### src/rtl/mem_arb_pkg.sv
// Shared types and constants for the single-ported memory arbiter.
package mem_arb_pkg;

    typedef enum logic [1:0] {
        IDLE = 2'd0,
        WAIT = 2'd1,
        RESP = 2'd2
    } state_e;

    localparam logic       PORT_IF    = 1'b0;
    localparam logic       PORT_MEM   = 1'b1;
    localparam logic [1:0] ALIGN_MASK = 2'b11;

    function automatic logic misaligned(input logic [1:0] lsb);
        return (lsb & ALIGN_MASK) != 2'b00;
    endfunction

endpackage

### src/rtl/rr_arb2.sv
// Two-requester round-robin picker; on a tie the port that did not win last time wins.
module rr_arb2 (
    input  logic [1:0] req,
    input  logic       last_gnt,
    input  logic       enable,
    output logic [1:0] gnt_onehot,
    output logic       gnt_idx
);

    always_comb begin
        gnt_idx    = (req == 2'b11) ? ~last_gnt : req[1];
        gnt_onehot = 2'b00;
        if (enable && (req != 2'b00))
            gnt_onehot[gnt_idx] = 1'b1;
    end

endmodule

### src/rtl/dmem_arbiter.sv
// Shares one single-ported memory between instruction fetch (port 0) and load/store (port 1),
// one transaction at a time, with a fixed-latency read path and a one-cycle response pulse.
module dmem_arbiter
    import mem_arb_pkg::*;
#(
    parameter int AW  = 32,
    parameter int DW  = 32,
    parameter int LAT = 1
) (
    input  logic          clk,
    input  logic          rst,
    input  logic          req0_valid,
    input  logic [AW-1:0] req0_addr,
    output logic          req0_ready,
    output logic          rsp0_valid,
    output logic [DW-1:0] rsp0_rdata,
    output logic          rsp0_err,
    input  logic          req1_valid,
    input  logic          req1_we,
    input  logic [3:0]    req1_wstrb,
    input  logic [AW-1:0] req1_addr,
    input  logic [DW-1:0] req1_wdata,
    output logic          req1_ready,
    output logic          rsp1_valid,
    output logic [DW-1:0] rsp1_rdata,
    output logic          rsp1_err,
    output logic          mem_en,
    output logic          mem_we,
    output logic [3:0]    mem_wstrb,
    output logic [AW-1:0] mem_addr,
    output logic [DW-1:0] mem_wdata,
    input  logic [DW-1:0] mem_rdata
);

    localparam logic [3:0] CNT_INIT = 4'(LAT - 1);

    state_e        state, state_n;
    logic [3:0]    cnt, cnt_n;
    logic          gnt_q, gnt_n;
    logic          last_gnt, last_gnt_n;
    logic          err_q, err_n;
    logic          we_q, we_n;
    logic [DW-1:0] rdata_q, rdata_n;

    logic [1:0]    gnt_onehot;
    logic          gnt_idx;
    logic          accept;
    logic          mis;
    logic          mem_go;
    logic [AW-1:0] sel_addr;
    logic          in_resp;

    rr_arb2 u_arb (
        .req        ({req1_valid, req0_valid}),
        .last_gnt   (last_gnt),
        .enable     (state == IDLE),
        .gnt_onehot (gnt_onehot),
        .gnt_idx    (gnt_idx)
    );

    assign accept     = |gnt_onehot;
    assign req0_ready = gnt_onehot[PORT_IF];
    assign req1_ready = gnt_onehot[PORT_MEM];
    assign sel_addr   = (gnt_idx == PORT_MEM) ? req1_addr : req0_addr;
    assign mis        = misaligned(sel_addr[1:0]);
    assign mem_go     = accept && !mis;

    // Strobes exist only in the accept cycle; address/data are zeroed elsewhere so they never float.
    assign mem_en    = mem_go;
    assign mem_we    = mem_go && (gnt_idx == PORT_MEM) && req1_we;
    assign mem_wstrb = (mem_go && (gnt_idx == PORT_MEM)) ? req1_wstrb : 4'b0000;
    assign mem_addr  = mem_go ? sel_addr : '0;
    assign mem_wdata = (mem_go && (gnt_idx == PORT_MEM)) ? req1_wdata : '0;

    always_ff @(posedge clk) begin
        if (rst) begin
            state    <= IDLE;
            cnt      <= 4'd0;
            gnt_q    <= PORT_IF;
            last_gnt <= 1'b1;
            err_q    <= 1'b0;
            we_q     <= 1'b0;
            rdata_q  <= '0;
        end else begin
            state    <= state_n;
            cnt      <= cnt_n;
            gnt_q    <= gnt_n;
            last_gnt <= last_gnt_n;
            err_q    <= err_n;
            we_q     <= we_n;
            rdata_q  <= rdata_n;
        end
    end

    always_comb begin
        state_n    = state;
        cnt_n      = cnt;
        gnt_n      = gnt_q;
        last_gnt_n = last_gnt;
        err_n      = err_q;
        we_n       = we_q;
        rdata_n    = rdata_q;
        case (state)
            IDLE: begin
                if (accept) begin
                    gnt_n      = gnt_idx;
                    last_gnt_n = gnt_idx;
                    we_n       = (gnt_idx == PORT_MEM) && req1_we;
                    rdata_n    = '0;
                    if (mis) begin
                        err_n   = 1'b1;
                        state_n = RESP;
                    end else begin
                        cnt_n   = CNT_INIT;
                        state_n = WAIT;
                    end
                end
            end
            WAIT: begin
                if (cnt != 4'd0) begin
                    cnt_n = cnt - 4'd1;
                end else begin
                    rdata_n = we_q ? '0 : mem_rdata;
                    state_n = RESP;
                end
            end
            RESP: begin
                err_n   = 1'b0;
                state_n = IDLE;
            end
            default: state_n = IDLE;
        endcase
    end

    assign in_resp    = (state == RESP);
    assign rsp0_valid = in_resp && (gnt_q == PORT_IF);
    assign rsp1_valid = in_resp && (gnt_q == PORT_MEM);
    assign rsp0_rdata = rsp0_valid ? rdata_q : '0;
    assign rsp1_rdata = rsp1_valid ? rdata_q : '0;
    assign rsp0_err   = rsp0_valid && err_q;
    assign rsp1_err   = rsp1_valid && err_q;

endmodule

### config.mk
export PLATFORM = sky130hd
export DESIGN_NAME = dmem_arbiter
export DESIGN_NICKNAME = d
export VERILOG_FILES = /design/src/rtl/mem_arb_pkg.sv /design/src/rtl/rr_arb2.sv /design/src/rtl/dmem_arbiter.sv
export SDC_FILE = /design/constraint.sdc
export NUM_CORES = 1
export LEC_CHECK = 0
export ABC_AREA = 1
export ABC_CLOCK_PERIOD_IN_PS = 2300
export CAP_MARGIN = 20
export CELL_PAD_IN_SITES_DETAIL_PLACEMENT = 1
export CELL_PAD_IN_SITES_GLOBAL_PLACEMENT = 1
export CORE_MARGIN = 2
export CORE_UTILIZATION = 19
export DETAILED_ROUTE_END_ITERATION = 8
export PLACE_DENSITY_LB_ADDON = 0.1
export SLEW_MARGIN = 20
export SYNTH_ARGS = -nofsm -noshare
export SYNTH_HDL_FRONTEND = slang
export SYNTH_SLANG_ARGS = --single-unit
### constraint.sdc
create_clock -name clk -period 2.3 [get_ports clk]
set_clock_uncertainty 0.05 [all_clocks]
set_input_delay 0.69 -clock clk [delete_from_list [all_inputs] [get_ports clk]]
set_output_delay 0.69 -clock clk [all_outputs]
set_load 0.01 [all_outputs]
==> impl_metrics.csv, run 1 <==
group,metric,value,unit
worst_hold_path,worstHoldStart,"err_q$_SDFFE_PP0P_",
critical_path,cp_slowest_stage_delay,180,ps
synth,synth.area.top_cells,"dfxtp_1 27%, nor2_1 15%, nand2_1 11%",
critical_path,cp.required,1560,ps
global_route,first_global_vias,4756,
placed_design,hpwl,12200,µm
die,fp.dieH,132,µm
routing,via_per_inst,4.27,
worst_hold_path,hold_path.class,"flop to flop",
die,die_w,132,µm
die,coreArea,0.0160,mm²
critical_path,ff2ff_setup_slack,630,ps
timing,fin_ws,-261,ps
synth,synth_top_area_share,26.9,%
synth,ys.flop_type,"dfxtp_1",
layout,final_util,45.9,%
worst_hold_path,hold_depth,2,
timing,fin_crit_sh,111,%
placed_design,place_ws,-1040,ps
routing,drc,0,
outcome,status,"complete, but fails checks",
die,die-area,0.0175,mm²
global_route,track_usage,18.9,%
layout,drive_gt1_share,42.6,%
critical_path,crit_fanout,7,
placed_design,gp_congestion,0.805,
critical_path,worstSetupPathType,"input port to output port",
pwr,p_seq_share,24.6,%
timing,final.min_clock_period,2560,ps
pwr,p_sw_share,37.5,%
timing,fmax,391,MHz
timing,setup_viol,68,
worst_hold_path,holdPathEnd,"err_q$_SDFFE_PP0P_",
routing,drt_iter0_markers,86,
clocking,root_buffer,"clkbuf_16",
synth,synth_cells,525,
synth,syn_area,0.00313,mm²
timing,hold_violations,0,
critical_path,crit_chain,"buf_8 -> nand2_8 -> nand2_8 -> nand2_4 -> nand3_4 -> inv_4 -> nand2_8 -> buf_16 -> buf_6 -> nor2_4 -> buf_6",
synth,synth_edf_count,0,
routing,drt_pass1_iterations,4,
global_route,grt_antenna_before_repair,1,
pwr,max-vdd-ir-drop,0.309,mV
critical_path,start_kind,"input port",
critical_path,worstPathArrival,1820,ps
clocking,cts_tree,"yes",
synth,yosysSeqAreaShare,26.9,%
pwr,power.leakage,3.29,nW
synth,synth_top_area_cell,"dfxtp_1",
layout,final_nets,993,
global_route,grt_pass1_wl,26700,µm
pwr,switchingPower,1.45,mW
clocking,cts.clk_slew.worst_paths,60,ps
layout,area_growth,135,%
timing,rsz0062_at_grt,"true",
pwr,power_frac_clock,20.8,%
clocking,htreeDepth,2,
clocking,clk_path_buf_depth,2,
routing,wire_per_inst,17.3,µm
die,initial_utilization,19.6,%
critical_path,end_kind,"output port",
synth,synth_cell_types,25,
job,max_cap_viol_count,0,
clocking,clock_latency,280,ps
die,ios,277,
synth,postSynthAreaPerCell,5.96,µm²
critical_path,r2r_end,"cnt[0]$_SDFFE_PP0P_",
outcome,failed_checks,"negative setup slack",
critical_path,r2r-start,"state[0]$_SDFFE_PP0P_",
synth,ys_async_sr_fraction,0,%
global_route,grt_max_degree,35,
placed_design,placed_cells,1018,
timing,whs,419,ps
synth,ys_top_cells_by_count,"124 x nor2_1, 88 x nand2_1, 86 x inv_1",
timing,drv_slew,0,
routing,final_antenna_net_count,0,
layout,fill_cells,1958,
critical_path,crit_top_cell,"nand2_8",
critical_path,worst_path_max_delay_cell,"buf_16",
pwr,powerDensity,526,mW/mm²
critical_path,reg2regPathDepth,12,
global_route,grt_overflow,0,
placed_design,port_buffers,274,
die,row_count,46,
synth,yosysMostFrequentCell,"nor2_1",
clocking,holdBufCountCts,0,
layout,final_cells,1073,
pwr,p_comb_share,54.6,%
synth,ys_warn_count,0,
synth,ys_ff_latch,42,
clocking,cts_inserted_buffers,5,
pwr,intPower,2.42,mW
routing,vias,4587,
clocking,clock_sinks,42,
routing,wirelength,18500,µm
==> through the flow <==
| step | instance area, µm² | TNS, ps | power, mW |
|---|---|---|---|
| 5_1_grt | 7350 | -15680 | 4.12 |
| 4_1_cts | 7100 | -10760 | 3.80 |
| 3_5_place_dp | 6310 | -74960 | 2.70 |
| 6_report | 7350 | -10230 | 3.87 |
| 3_3_place_gp | 6310 | -69720 | 2.65 |
| 2_1_floorplan | 3130 | 0 | 1.86 |
==> layout make-up <==
type                    instances  area [µm²]  area share (%)
repair buffers                354        3480            47.4
flip-flops and latches         42         842            11.5
well taps                     216         270            3.68
multi-input cells             362        2230            30.4
diodes                          1        2.50          0.0340
clock inverters                 3        40.0           0.545
clock buffers                   5         125            1.70
inverters                      90         355            4.83
==> routing by layer <==
metal	track usage [%]	vias up	share of wire (%)
met5	0	-	0
met4	5.56	0	2.0
met3	4.00	21	6.3
met2	35.8	179	54
met1	21.2	2158	38
li1	-	2229	-
==> power groups by stage <==
stage | logic [mW] | registers (mW) | clock network (mW)
floorplan | 0.927 | 0.938 | 0
global placement | 1.69 | 0.953 | 0
detailed placement | 1.74 | 0.960 | 0
CTS | 2.02 | 0.949 | 0.832
global route | 2.30 | 0.968 | 0.855
finish | 2.11 | 0.950 | 0.804
==> sequential cells by signal, indices dropped and copies added, names as in the netlist <==
name      count
rdata_q      32
err_q         1
state         2
cnt           4
we_q          1
last_gnt      1
gnt_q         1
==> worst max-delay path, delay by kind of cell <==
kind | cells | cell delay, ps
buf+inv | 5 | 610
simple gates | 6 | 510
==> how the worst max path moves through the flow <==
stage / start / to / slack (ps) / cells past startpoint
after floorplan: req0_valid / mem_wdata[10] / 4 / 8
after global placement: req1_valid / mem_wstrb[3] / -970 / 9
after detailed placement: req1_valid / mem_wstrb[0] / -1040 / 9
after CTS: req0_valid / mem_wdata[2] / -270 / 11
after global routing: req0_valid / mem_wdata[11] / -310 / 11
final: req0_valid / mem_wdata[11] / -260 / 11
==> kinds of logic after synthesis <==
logic type | synth area share (%)
xor+xnor | 0.280
fa+ha+maj | 0.400
other cells | 0.120
compound gates | 19.9
flops | 26.9
buf+inv | 17.7
simple gates | 34.7
==> what timing repair did <==
action / CTS / global route
resized for setup: 625 / 126
setup buffers: 29 / 9
pin swaps: 9 / 14
setup endpoints to repair: 138 / 133
gates cloned: 10 / 1
==> cells in the final DEF (no fill, tap or decap), types with 7 or more instances in the layout <==
cell type,synthesis,final
buf_12,0,17
clkdlybuf4s15_2,0,12
nor2_2,32,8
buf_4,2,36
dfxtp_1,42,41
nand2_2,2,11
nor2_4,1,41
a21oi_2,30,52
nand3_1,9,8
buf_2,15,55
a21oi_4,0,7
a21oi_1,36,7
clkdlybuf4s50_1,0,130
o21ai_0,27,27
buf_6,9,61
nor2_1,124,108
clkbuf_2,0,27
nand2_1,88,76
inv_1,86,81
buf_16,0,7
Note: power is estimated with default switching activity, not from simulation.
==> inputs of run 2 (changes only) <==
--- a/config.mk
+++ b/config.mk
@@ -12,8 +12,10 @@
 export CELL_PAD_IN_SITES_GLOBAL_PLACEMENT = 1
 export CORE_MARGIN = 2
 export CORE_UTILIZATION = 19
+export CTS_CLUSTER_SIZE = 24
 export DETAILED_ROUTE_END_ITERATION = 8
 export PLACE_DENSITY_LB_ADDON = 0.1
+export REMOVE_ABC_BUFFERS = 1
 export SLEW_MARGIN = 20
 export SYNTH_ARGS = -nofsm -noshare
 export SYNTH_HDL_FRONTEND = slang
==> impl_metrics.csv, run 2 (synthesis results as in run 1) <==
group,metric,value,unit
outcome,status,"complete, but fails checks",
outcome,failed_checks,"negative setup slack",
global_route,grt_overflow,0,
timing,final.min_clock_period,2490,ps
clocking,clk_path_buf_depth,2,
placed_design,hpwl,12900,µm
placed_design,place_ws,-1080,ps
critical_path,crit_chain,"buf_8 -> nand2_4 -> nand2_4 -> nand2_4 -> nand3_4 -> inv_4 -> nand2_8 -> buf_16 -> nor2_4 -> buf_6",
timing,setup_viol,68,
clocking,htreeDepth,2,
routing,via_per_inst,4.19,
clocking,clock_latency,280,ps
global_route,grt_pass1_wl,26700,µm
pwr,max-vdd-ir-drop,0.278,mV
placed_design,placed_area,0.00628,mm²
critical_path,cp_slowest_stage_delay,180,ps
layout,final_cell_mix,"130 x clkdlybuf4s50_1, 109 x nor2_1, 81 x inv_1, 71 x buf_2, 67 x nand2_1",
routing,drc,0,
pwr,powerDensity,521,mW/mm²
clocking,cts_tree,"yes",
pwr,power.leakage,3.14,nW
critical_path,worst_path_max_delay_cell,"buf_16",
timing,fin_ws,-192,ps
layout,mostFrequentLayoutCell,"clkdlybuf4s50_1",
critical_path,cpLargestDelayFamily,"simple AND/OR/NAND/NOR gates",
layout,largest_register_ffs,32,
clocking,cts.clk_slew.worst_paths,60,ps
worst_hold_path,hold_path.class,"flop to flop",
timing,hold_violations,0,
die,row_count,46,
die,coreArea,0.0160,mm²
timing,drv_slew,0,
placed_design,gp_congestion,0.903,
global_route,track_usage,19.2,%
critical_path,crit_top_cell,"nand2_4",
layout,top_regs,"rdata_q: 32 flops, cnt: 4 flops, state: 2 flops",
critical_path,end_kind,"output port",
critical_path,cp.required,1560,ps
layout,area_growth,122,%
timing,fin_crit_sh,108,%
die,fp.dieH,132,µm
timing,fmax,401,MHz
clocking,clock_sinks,42,
timing,rsz0062_at_grt,"true",
global_route,grt_max_degree,20,
placed_design,port_buffers,274,
global_route,first_global_vias,4779,
routing,drt_pass1_iterations,4,
layout,fin_area,0.00695,mm²
routing,final_antenna_net_count,0,
die,die_w,132,µm
layout,drive_gt1_share,42.1,%
critical_path,worstSetupPathType,"input port to output port",
timing,tns,-9200,ps
routing,drt_iter0_markers,109,
clocking,root_buffer,"clkbuf_16",
die,die-area,0.0175,mm²
critical_path,worstPathArrival,1750,ps
critical_path,start_kind,"input port",
die,initial_utilization,19.6,%
clocking,cts_inserted_buffers,5,
routing,wire_per_inst,16.5,µm
layout,regMostFlops,"rdata_q",
critical_path,crit_fanout,7,
layout,final_nets,972,
die,ios,277,
clocking,holdBufCountCts,0,
routing,wirelength,17300,µm
routing,vias,4399,
critical_path,cp_num_buf_inv,4,
global_route,grt_antenna_before_repair,1,
job,max_cap_viol_count,0,
## run 2: cell types whose count changed in the layout (fill, tap and decap cells not counted), sizes merged, moves of 2 or more
cell	previous run	this run
buf	180	173
clkbuf	33	25
clkdlybuf4s15	13	9
clkinv	2	0
## run 2: routing by layer
metal  global-route usage, %  vias up  part of all wire (%)
li1                        -     2191                     -
met1                    21.6     2061                    39
met2                    36.2      128                    54
met3                    4.58       19                   5.5
met4                    4.60        0                   1.5
met5                       0        -                     0
## run 2: final timing paths
check | from | to | slack [ps] | depth (start not counted)
min | err_q$_SDFFE_PP0P_ | err_q$_SDFFE_PP0P_ | 420 | 2
max reg2reg | state[1]$_SDFFE_PP0P_ | rdata_q[9]$_SDFFE_PP0P_ | 620 | 11
max | req0_valid | mem_wdata[25] | -190 | 10
min reg2reg | err_q$_SDFFE_PP0P_ | err_q$_SDFFE_PP0P_ | 420 | 2
## run 2: repair_timing
item,CTS,global route
pin swaps,24,8
cloned,9,0
resized for setup,640,107
endpoints found under the setup margin,138,124
buffers inserted,12,4
## run 2: final cells by class
type / count / area [µm²]
well taps: 216 / 270
fillers: 2042 / 9050
flip-flops and latches: 42 / 841
inverters: 90 / 359
multi-input cells: 362 / 2230
clock buffers: 6 / 129
diodes: 1 / 2.50
repair buffers: 333 / 3110
clock inverters: 1 / 7.51
## run 2: worst reg2reg max path, cell delays in order, from the launching register on
cell and delay [ps]:
dfxtp_1 310, inv_1 90, nand2_1 110, nor2_4 160, buf_4 130, inv_4 30
buf_4 140, o21ai_4 90, inv_2 110, buf_12 170, a21oi_1 140, nor2_1 50
## run 2: metrics by stage
| step | cells | utilization, % | power [mW] | hold WS (ps) |
|---|---|---|---|---|
| after floorplan | 494 | - | 1.76 | 379 |
| after global placement | 1020 | 39.3 | 2.66 | 401 |
| after global routing | 1051 | 43.4 | 3.90 | 465 |
| after CTS | 1048 | 43.3 | 3.63 | 425 |
| final | 1051 | 43.4 | 3.62 | 423 |
| after detailed placement | 1020 | 39.3 | 2.70 | 416 |
## run 2: power by group
part | leakage (nW) | internal [mW] | total [mW] | switching (mW)
logic | 2.73 | 0.947 | 2.00 | 1.05
registers | 0.346 | 0.874 | 0.947 | 0.0737
clock network | 0.0629 | 0.396 | 0.674 | 0.278
total | 3.14 | 2.22 | 3.62 | 1.40
